$ cat src/rtl/mem_arbiter.sv
// ---------------------------------------------------------------------------
// mem_arbiter
//
// Arbitrates the instruction cache and the data cache onto a single memory
// port. Only one memory transaction is outstanding at a time. A granted
// request is latched in full, so requester inputs are ignored until the
// completion cycle. Read data lands in a shared line buffer. That buffer
// drives both cache data outputs.
//
// Parameters
//   offset_width      log2 of 32-bit words per cache line
//
// Ports
//   clk, rstn         clock and asynchronous active-low reset
//   icache_mem_req    Icache request (level, held until dataOK)
//   addr_icache_mem   Icache address (line-aligned, or word address if SUC)
//   icache_mem_SUC    Icache uncached single-word fetch
//   mem_icache_dataOK Icache completion pulse
//   din_mem_icache    returned line to Icache
//   dcache_mem_req    Dcache request (level, held until dataOK)
//   dcache_mem_we     Dcache write-through store when set
//   addr_dcache_mem   Dcache address
//   dout_dcache_mem   Dcache store data
//   dcache_mem_size   Dcache access size (0:byte 1:half 2:word)
//   dcache_mem_SUC    Dcache uncached single-word access
//   mem_dcache_dataOK Dcache completion pulse
//   din_mem_dcache    returned line to Dcache
//   arb_mem_*         registered request to memory
//   mem_arb_ack       memory accepted the request
//   mem_arb_rvalid    read beat valid, mem_arb_rdata carries the word
//   mem_arb_bvalid    write completion
// ---------------------------------------------------------------------------
module mem_arbiter #(
    parameter int unsigned offset_width = 2
) (
    input  logic                              clk,
    input  logic                              rstn,

    input  logic                              icache_mem_req,
    input  logic [31:0]                       addr_icache_mem,
    input  logic                              icache_mem_SUC,
    output logic                              mem_icache_dataOK,
    output logic [32*(1<<offset_width)-1:0]   din_mem_icache,

    input  logic                              dcache_mem_req,
    input  logic                              dcache_mem_we,
    input  logic [31:0]                       addr_dcache_mem,
    input  logic [31:0]                       dout_dcache_mem,
    input  logic [1:0]                        dcache_mem_size,
    input  logic                              dcache_mem_SUC,
    output logic                              mem_dcache_dataOK,
    output logic [32*(1<<offset_width)-1:0]   din_mem_dcache,

    output logic                              arb_mem_req,
    output logic [31:0]                       arb_mem_addr,
    output logic                              arb_mem_we,
    output logic [31:0]                       arb_mem_wdata,
    output logic [1:0]                        arb_mem_size,
    output logic [7:0]                        arb_mem_len,
    input  logic                              mem_arb_ack,
    input  logic                              mem_arb_rvalid,
    input  logic [31:0]                       mem_arb_rdata,
    input  logic                              mem_arb_bvalid
);

    localparam int unsigned Words  = 1 << offset_width;
    localparam int unsigned CntW   = offset_width + 1;
    localparam logic [7:0]  RefLen = 8'(Words - 1);

    typedef enum logic [2:0] {
        StIdle,
        StIRead,
        StDRead,
        StDWrite,
        StDone
    } state_e;

    // Requester identity, used for both last_grant and the current owner.
    localparam logic GntI = 1'b0;
    localparam logic GntD = 1'b1;

    state_e                    state_q;
    logic                      last_grant_q;
    logic                      owner_q;
    logic                      suc_q;
    logic                      acked_q;
    logic [CntW-1:0]           cnt_q;
    logic [Words-1:0][31:0]    line_q;

    // Tie-break: Icache wins unless it was granted last.
    logic pick_i;
    logic pick_d;
    logic last_beat;

    always_comb begin
        pick_i    = icache_mem_req && (!dcache_mem_req || (last_grant_q == GntD));
        pick_d    = dcache_mem_req && !pick_i;
        last_beat = (cnt_q == arb_mem_len[CntW-1:0]);
    end

    assign din_mem_icache = line_q;
    assign din_mem_dcache = line_q;

    always_ff @(posedge clk or negedge rstn) begin
        if (!rstn) begin
            state_q           <= StIdle;
            last_grant_q      <= GntD;
            owner_q           <= GntI;
            suc_q             <= 1'b0;
            acked_q           <= 1'b0;
            cnt_q             <= '0;
            line_q            <= '0;
            arb_mem_req       <= 1'b0;
            arb_mem_addr      <= '0;
            arb_mem_we        <= 1'b0;
            arb_mem_wdata     <= '0;
            arb_mem_size      <= '0;
            arb_mem_len       <= '0;
            mem_icache_dataOK <= 1'b0;
            mem_dcache_dataOK <= 1'b0;
        end else begin
            unique case (state_q)
                StIdle: begin
                    if (pick_i) begin
                        state_q      <= StIRead;
                        last_grant_q <= GntI;
                        owner_q      <= GntI;
                        suc_q        <= icache_mem_SUC;
                        acked_q      <= 1'b0;
                        cnt_q        <= '0;
                        arb_mem_req  <= 1'b1;
                        arb_mem_addr <= addr_icache_mem;
                        arb_mem_we   <= 1'b0;
                        arb_mem_size <= 2'd2;
                        arb_mem_len  <= icache_mem_SUC ? 8'd0 : RefLen;
                    end else if (pick_d) begin
                        state_q       <= dcache_mem_we ? StDWrite : StDRead;
                        last_grant_q  <= GntD;
                        owner_q       <= GntD;
                        suc_q         <= dcache_mem_SUC;
                        acked_q       <= 1'b0;
                        cnt_q         <= '0;
                        arb_mem_req   <= 1'b1;
                        arb_mem_addr  <= addr_dcache_mem;
                        arb_mem_we    <= dcache_mem_we;
                        arb_mem_wdata <= dout_dcache_mem;
                        // Single-word accesses carry the requester size;
                        // refills always move whole words.
                        if (dcache_mem_we || dcache_mem_SUC) begin
                            arb_mem_size <= dcache_mem_size;
                            arb_mem_len  <= 8'd0;
                        end else begin
                            arb_mem_size <= 2'd2;
                            arb_mem_len  <= RefLen;
                        end
                    end
                end

                StIRead, StDRead: begin
                    if (arb_mem_req && mem_arb_ack) begin
                        arb_mem_req <= 1'b0;
                        acked_q     <= 1'b1;
                    end
                    // Beats only count once the ack has been seen in an
                    // earlier cycle; anything before that is stray.
                    if (acked_q && mem_arb_rvalid) begin
                        if (suc_q) begin
                            line_q    <= '0;
                            line_q[0] <= mem_arb_rdata;
                        end else begin
                            for (int unsigned w = 0; w < Words; w++) begin
                                if (cnt_q == CntW'(w)) begin
                                    line_q[w] <= mem_arb_rdata;
                                end
                            end
                        end
                        if (last_beat) begin
                            cnt_q   <= '0;
                            state_q <= StDone;
                            if (owner_q == GntI) begin
                                mem_icache_dataOK <= 1'b1;
                            end else begin
                                mem_dcache_dataOK <= 1'b1;
                            end
                        end else begin
                            cnt_q <= cnt_q + 1'b1;
                        end
                    end
                end

                StDWrite: begin
                    if (arb_mem_req && mem_arb_ack) begin
                        arb_mem_req <= 1'b0;
                        acked_q     <= 1'b1;
                    end
                    if (acked_q && mem_arb_bvalid) begin
                        state_q           <= StDone;
                        mem_dcache_dataOK <= 1'b1;
                    end
                end

                StDone: begin
                    // Completion cycle: requests are deliberately not
                    // sampled here so a held request cannot be regranted.
                    mem_icache_dataOK <= 1'b0;
                    mem_dcache_dataOK <= 1'b0;
                    acked_q           <= 1'b0;
                    state_q           <= StIdle;
                end

                default: begin
                    state_q     <= StIdle;
                    arb_mem_req <= 1'b0;
                end
            endcase
        end
    end

endmodule
$ cat config.mk
export PLATFORM = sky130hd
export DESIGN_NAME = mem_arbiter
export DESIGN_NICKNAME = d
export VERILOG_FILES = /design/src/rtl/mem_arbiter.sv
export SDC_FILE = /design/constraint.sdc
export NUM_CORES = 1
export LEC_CHECK = 0
export ABC_AREA = 1
export CAP_MARGIN = 0
export CORE_AREA = 2 2 182 184
export CTS_CLUSTER_DIAMETER = 80
export CTS_CLUSTER_SIZE = 16
export DETAILED_ROUTE_END_ITERATION = 7
export DIE_AREA = 0 0 184 186
export MAX_ROUTING_LAYER = met4
export PLACE_DENSITY_LB_ADDON = 0.1
export SETUP_SLACK_MARGIN = 0.2
export SYNTH_ARGS = -nofsm -noshare
export SYNTH_HDL_FRONTEND = slang
export SYNTH_SLANG_ARGS = --single-unit
export TNS_END_PERCENT = 100
$ cat constraint.sdc
create_clock -name clk -period 1.65 [get_ports clk]
set_input_delay 0.165 -clock clk [delete_from_list [all_inputs] [get_ports clk]]
set_output_delay 0.165 -clock clk [all_outputs]
set_load 0.01 [all_outputs]
==> results of run 1 <==
-- cell families (layout without fill, tap and decap cells) --
group	count (synthesis)	in the layout	synth area share
AND/OR/NAND/NOR	521	521	0.2120
buffers and inverters	245	648	0.1517
flip-flops	209	209	0.5299
other	1	6	0.0003799
AO/OA/AOI/OAI	180	180	0.09962
adder cells (fa/ha/maj)	5	5	0.006337
-- power by group --
part	leakage (nW)	internal (mW)	switching, mW
Sequential	2.66	7.33	1.69
Clock	0.226	1.90	1.91
Combinational	5.74	6.50	7.48
-- layer usage --
metal | wire, um | vias to the layer above | global-route usage | part of all wire
met5 | 0 | - | - | 0
met4 | 883 | 0 | 0.05376 | 0.024
li1 | - | 4357 | - | -
met3 | 2710 | 40 | 0.04891 | 0.072
met2 | 19050 | 351 | 0.3855 | 0.51
met1 | 14760 | 4383 | 0.2549 | 0.39
-- sequential cells by signal, indices dropped and copies added (netlist names), 2 cells and up --
register and count:
arb_mem_size 2, state_q 3, arb_mem_wdata 32, arb_mem_addr 32
din_mem_dcache 128, cnt_q 3
-- worst min path at each step --
stage / from / to / slack [ns] / cells after the start
6_report: rstn / din_mem_dcache[26] / 0.13 / 2
2_1_floorplan: rstn / acked_q / -0.13 / 0
5_1_grt: rstn / din_mem_dcache[26] / 0.14 / 2
3_5_place_dp: rstn / din_mem_dcache[0] / 0.04 / 1
4_1_cts: rstn / din_mem_dcache[0] / 0.13 / 2
3_3_place_gp: rstn / din_mem_dcache[0] / 0.05 / 1
-- per-stage QoR --
stage	hold slack, ns	util	setup WS, ns	instance area, um2
after floorplan	-0.1306	-	0.08398	9937
after global placement	0.04769	0.4444	-0.1192	14310
after detailed placement	0.04499	0.4444	-0.1057	14310
after CTS	0.1273	0.4800	0.01252	15460
after global routing	0.1381	0.4892	-0.09552	15760
final	0.1274	0.4892	-0.02024	15760
-- layout by cell type, fill, tap and decap left out, types with 13 or more instances in the layout --
cell	Yosys	routed
dlygate4sd2_1	0	322
nand2_1	392	303
dfrtp_1	208	202
clkdlybuf4s50_1	0	138
nand2_2	0	80
nand3_1	73	71
o21ai_1	32	65
buf_4	140	54
o21ai_0	109	47
inv_1	46	44
nor2_1	44	40
o21a_1	32	32
o21ai_2	0	27
clkbuf_16	0	21
buf_12	0	19
buf_6	4	13
-- critical path: stages, from the launching register on --
cell     delay, ns
dfrtp_1       0.40
nor2_2        0.07
buf_6         0.12
nor2_4        0.13
nand2_4       0.07
or2_4         0.34
buf_4         0.17
buf_12        0.14
nand2_1       0.05
o21ai_1       0.06
-- layout make-up --
type / instances / share of cell area
Clock buffer: 22 / 0.02819
Timing Repair Buffer: 576 / 0.3635
Tap cell: 408 / 0.03240
Clock inverter: 2 / 0.001350
Sequential cell: 209 / 0.3325
Inverter: 48 / 0.01144
Multi-Input combinational cell: 712 / 0.2306
-- timing repair --
item / 4_1_cts / 5_1_grt
setup endpoints to repair: 502 / 227
endpoints found under the hold margin: 208 / 0
gates cloned: 13 / 6
setup buffers: 38 / 4
gates resized for setup: 504 / 77
pin swaps: 71 / 12
hold buffers: 1 / 0
==> key figures, run 1 <==
Run status
  – Outcome: complete, but fails checks
  – Violated checks: negative setup slack

Routing
  – DRC viols: 0
  – WL per Instance: 18.92 um
  – Post-route ant nets: 0
  – Via density: 4.619
  – Initial drt markers: 502
  – WL final: 37,400 um
  – Vias: 9,131
  – Drt pass-1 iters: 5

Placement
  – Placed instance count: 1,891
  – IO buf count: 467
  – Final Wtd Congestion: 0.8088
  – DP HPWL: 25,220 um

Clock network
  – Clock Path Buffers: 3
  – CTS tree: done
  – Clk sinks: 209
  – CTS Buf Count: 17
  – Clock Tree Root: clkbuf_16
  – Clock Latency Late Sink: 0.48 ns
  – Clock transition at path regs: 0.08 ns
  – H-tree depth: 1

Power
  – Power, Total: 26.82 mW
  – Peak supply drop: 0.0006686 V
  – Pwr dens: 1702 mW/mm2
  – Leakage: 8.621 nW

STA
  – Upper clock frequency limit: 598.7 MHz
  – Setup violators final: 4
  – Max Transition Viols Final: 0
  – Hold Vio Cnt, Final: 0
  – Tightest Pin Transition: 0.5851 ns
  – RSZ-0062 raised after global routing: true
  – Slew HR: 0.6085
  – Setup TNS: -0.02511 ns
  – Clock Skews: 0.02152 ns
  – Final worst path period need: 1.670 ns
  – Worst setup margin: -0.02024 ns
  – Final Cycle Share: 1.012

Finish
  – Share of layout cells above drive strength 1: 0.1753
  – P&R area growth vs syn: 59.59%
  – Register area: 0.005239 mm2
  – Area of the multi-input gates: 0.003633 mm2
  – Fillcell total: 3,178
  – ANT cells: 0
  – Finished Layout Cells: 1,977
  – Layout net count: 1,709

Yosys
  – Post-synth EDFFs: 0
  – Share of the synthesized area in the top cell type: 0.5272
  – Synth area leader: dfrtp_1
  – Synthesized area: 0.009872 mm2
  – Top cells by count, synth: nand2_1, dfrtp_1, buf_4
  – Yosys reg bits: 209
  – Seq/Total Area, Yosys: 0.5299
  – Ys async rst share: 1.000
  – Synth Flop Type: dfrtp_1
  – Synth warn: 0
  – Most frequent cell after synthesis: nand2_1
  – Mapped Cells: 1,161
  – Mean Syn Cell Area: 8.503 um2
  – Area contributors post-synth: dfrtp_1, nand2_1, buf_4, o21ai_0, nand3_1
  – Yosys cell types: 27

Setup path
  – Worst reg2reg path depth: 9
  – Worst EP required: 2.02 ns
  – Crit path capture type: flop
  – Worst R2R Setup Slack: -0.02 ns
  – Startpoint types: flop
  – FF-to-FF Start: state_q[1]
  – Worst Setup EP: din_mem_dcache[6]
  – Max FO, Critical Path: 6
  – WP data arrival: 2.04 ns
  – R2r endpoint: din_mem_dcache[6]
  – CP startpoint: state_q[1]
  – Critical path class: flop to flop

Die
  – Die width: 184 um
  – Starting Density: 0.3065
  – Cell row count: 66
  – Die Y-Extent: 186 um
  – Ports: 474
  – Core ar.: 0.03221 mm2
  – Die area: 0.03422 mm2

Run
  – MaxCap Viol Count: 0

Global routing
  – First-pass GRT wire length: 55,390 um
  – Gr usage total: 0.2192
  – Number of antenna violations at the first check in global routing: 0
  – Vias in the first global route: 9,294
  – Largest net degree at the start of global routing: 58
  – Overflow after GRT: 0

Min path
  – Min-Delay Path Class: input port to asynchronous set/reset pin
Note: power is estimated with default switching activity, not from simulation.
==> inputs of run 2 (changes only) <==
==> constraint.sdc (replaced) <==
create_clock -name clk -period 1.65 [get_ports clk]
set_input_delay 0.33 -clock clk [delete_from_list [all_inputs] [get_ports clk]]
set_output_delay 0.33 -clock clk [all_outputs]
set_load 0.01 [all_outputs]
==> run 2 against run 1 <==
Effect of this change:
- the run now ends clean
- setup slack gained 0.15 ns
- total power increased by 2.6%
- final cell count grew 1.5%
- clock power is 2% higher
- first-iteration DRC count shrank 25%
- non-clock buffer count up 28
- flip-flop and latch count stayed put
- combinational power up 4%
- clock skew is 0.0082 ns lower
==> key figures, run 2 (same netlist as run 1, synthesis figures left out) <==
Clock network
  – CTS tree: done
  – H-tree depth: 1
  – Clock Path Buffers: 3
  – Clock Latency Late Sink: 0.49 ns
  – Clk sinks: 209
  – Clock transition at path regs: 0.08 ns
  – CTS Buf Count: 17
  – Clock Tree Root: clkbuf_16

Setup path
  – Worst R2R Setup Slack: 0.13 ns
  – Worst EP required: 1.32 ns
  – Crit-path leading delay family: flip-flops
  – R2r endpoint: din_mem_dcache[22]
  – Crit-path max cell delay: 0.41 ns
  – Critical path class: flop to output pin
  – FF-to-FF Start: state_q[1]
  – Crit path capture type: output pin
  – Critical-path top delay cell: dfrtp_1
  – Worst-path cell chain: dlygate4sd2_1
  – Buffers and inverters on the worst path: 1
  – Max FO, Critical Path: 3
  – WP data arrival: 1.19 ns
  – Worst reg2reg path depth: 8
  – Startpoint types: flop

Routing
  – DRC viols: 0
  – Drt pass-1 iters: 4
  – Via density: 4.575
  – Vias: 9,178
  – Initial drt markers: 375
  – WL final: 36,940 um
  – WL per Instance: 18.42 um
  – Post-route ant nets: 0

Finish
  – ANT cells: 0
  – Share of layout cells above drive strength 1: 0.2466
  – Commonest non-fill, non-tap cell in the layout: nand2_1
  – Max reg flops: 128
  – Finished Layout Cells: 2,006
  – Fillcell total: 3,237
  – Highest-count cells in the layout ignoring fill and taps: nand2_1, dfrtp_1, dlygate4sd2_1, clkdlybuf4s50_1, buf_2
  – P&R area growth vs syn: 54.66%
  – Cell area after layout: 0.01527 mm2
  – Layout net count: 1,737

Global routing
  – Overflow after GRT: 0
  – Gr usage total: 0.2102
  – Largest net degree at the start of global routing: 51
  – Vias in the first global route: 9,274
  – Number of antenna violations at the first check in global routing: 0
  – First-pass GRT wire length: 53,900 um

Power
  – Pwr dens: 1802 mW/mm2
  – Peak supply drop: 0.0007509 V
  – Leakage: 8.236 nW

Placement
  – Post-DP Area: 0.01443 mm2
  – DP HPWL: 25,430 um
  – Final Wtd Congestion: 0.8147
  – IO buf count: 467
  – Dpl ws: -0.2328 ns
  – Placed instance count: 1,902

Die
  – Die width: 184 um
  – Starting Density: 0.3065
  – Cell row count: 66
  – Die area: 0.03422 mm2
  – Core ar.: 0.03221 mm2
  – Ports: 474
  – Die Y-Extent: 186 um

Run
  – MaxCap Viol Count: 0

STA
  – Final worst path period need: 1.525 ns
  – Final Cycle Share: 0.9240
  – Worst setup margin: 0.1253 ns
  – Setup TNS: 0 ns
  – Upper clock frequency limit: 655.9 MHz
  – Max Transition Viols Final: 0
  – Setup violators final: 0
  – Hold Vio Cnt, Final: 0
  – RSZ-0062 raised after global routing: true
  – Clock Skews: 0.01329 ns

Run status
  – Outcome: complete, no violations

Min path
  – Min-Delay Path Class: input port to asynchronous set/reset pin
-- run 2: cell type report --
cell class	instances	area [um2]	share of cell area
clock buffers	23	457.9	0.02999
clock inverters	2	16.27	0.001065
inverters	48	183.9	0.01205
multi-input cells	712	3373	0.2209
flip-flops and latches	209	5243	0.3434
well taps	408	510.5	0.03343
repair buffers	604	5484	0.3592
-- run 2: report_power, final --
group	switching, mW	internal [mW]
registers	1.62	7.33
logic	7.63	7.02
clock network	1.96	1.95
-- run 2: how the worst max path moves through the flow --
| stage | startpoint | to | cells after the start |
|---|---|---|---|
| floorplan | state_q[1] | din_mem_dcache[0] | 9 |
| global placement | mem_arb_rvalid | din_mem_dcache[39] | 9 |
| detailed placement | mem_arb_rvalid | din_mem_dcache[39] | 9 |
| CTS | state_q[1] | din_mem_dcache[22] | 8 |
| global route | state_q[1] | arb_mem_size[0] | 7 |
| finish | din_mem_dcache[96] | din_mem_icache[96] | 1 |
-- run 2: per-stage QoR --
stage,hold WS (ns),power (mW),utilization
after CTS,0.3168,26.85,0.4560
after detailed placement,0.2270,23.98,0.4481
final,0.3133,27.51,0.4741
after floorplan,0.03441,15.97,-
after global routing,0.3247,29.46,0.4741
after global placement,0.2245,23.86,0.4481
-- run 2: layer usage --
layer	up-vias	global-route usage	share of wire
li1	4416	-	-
met4	0	0.05792	0.024
met2	345	0.3623	0.50
met1	4364	0.2486	0.41
met3	53	0.04559	0.068
met5	-	-	0
-- run 2: what timing repair did --
item                                    4_1_cts  5_1_grt
gates resized for setup                     922       99
hold buffers                                  1        0
pin swaps                                     2       25
endpoints found under the hold margin        27        0
endpoints found under the setup margin      509      401
setup buffers                                55        9
cloned                                        2       12
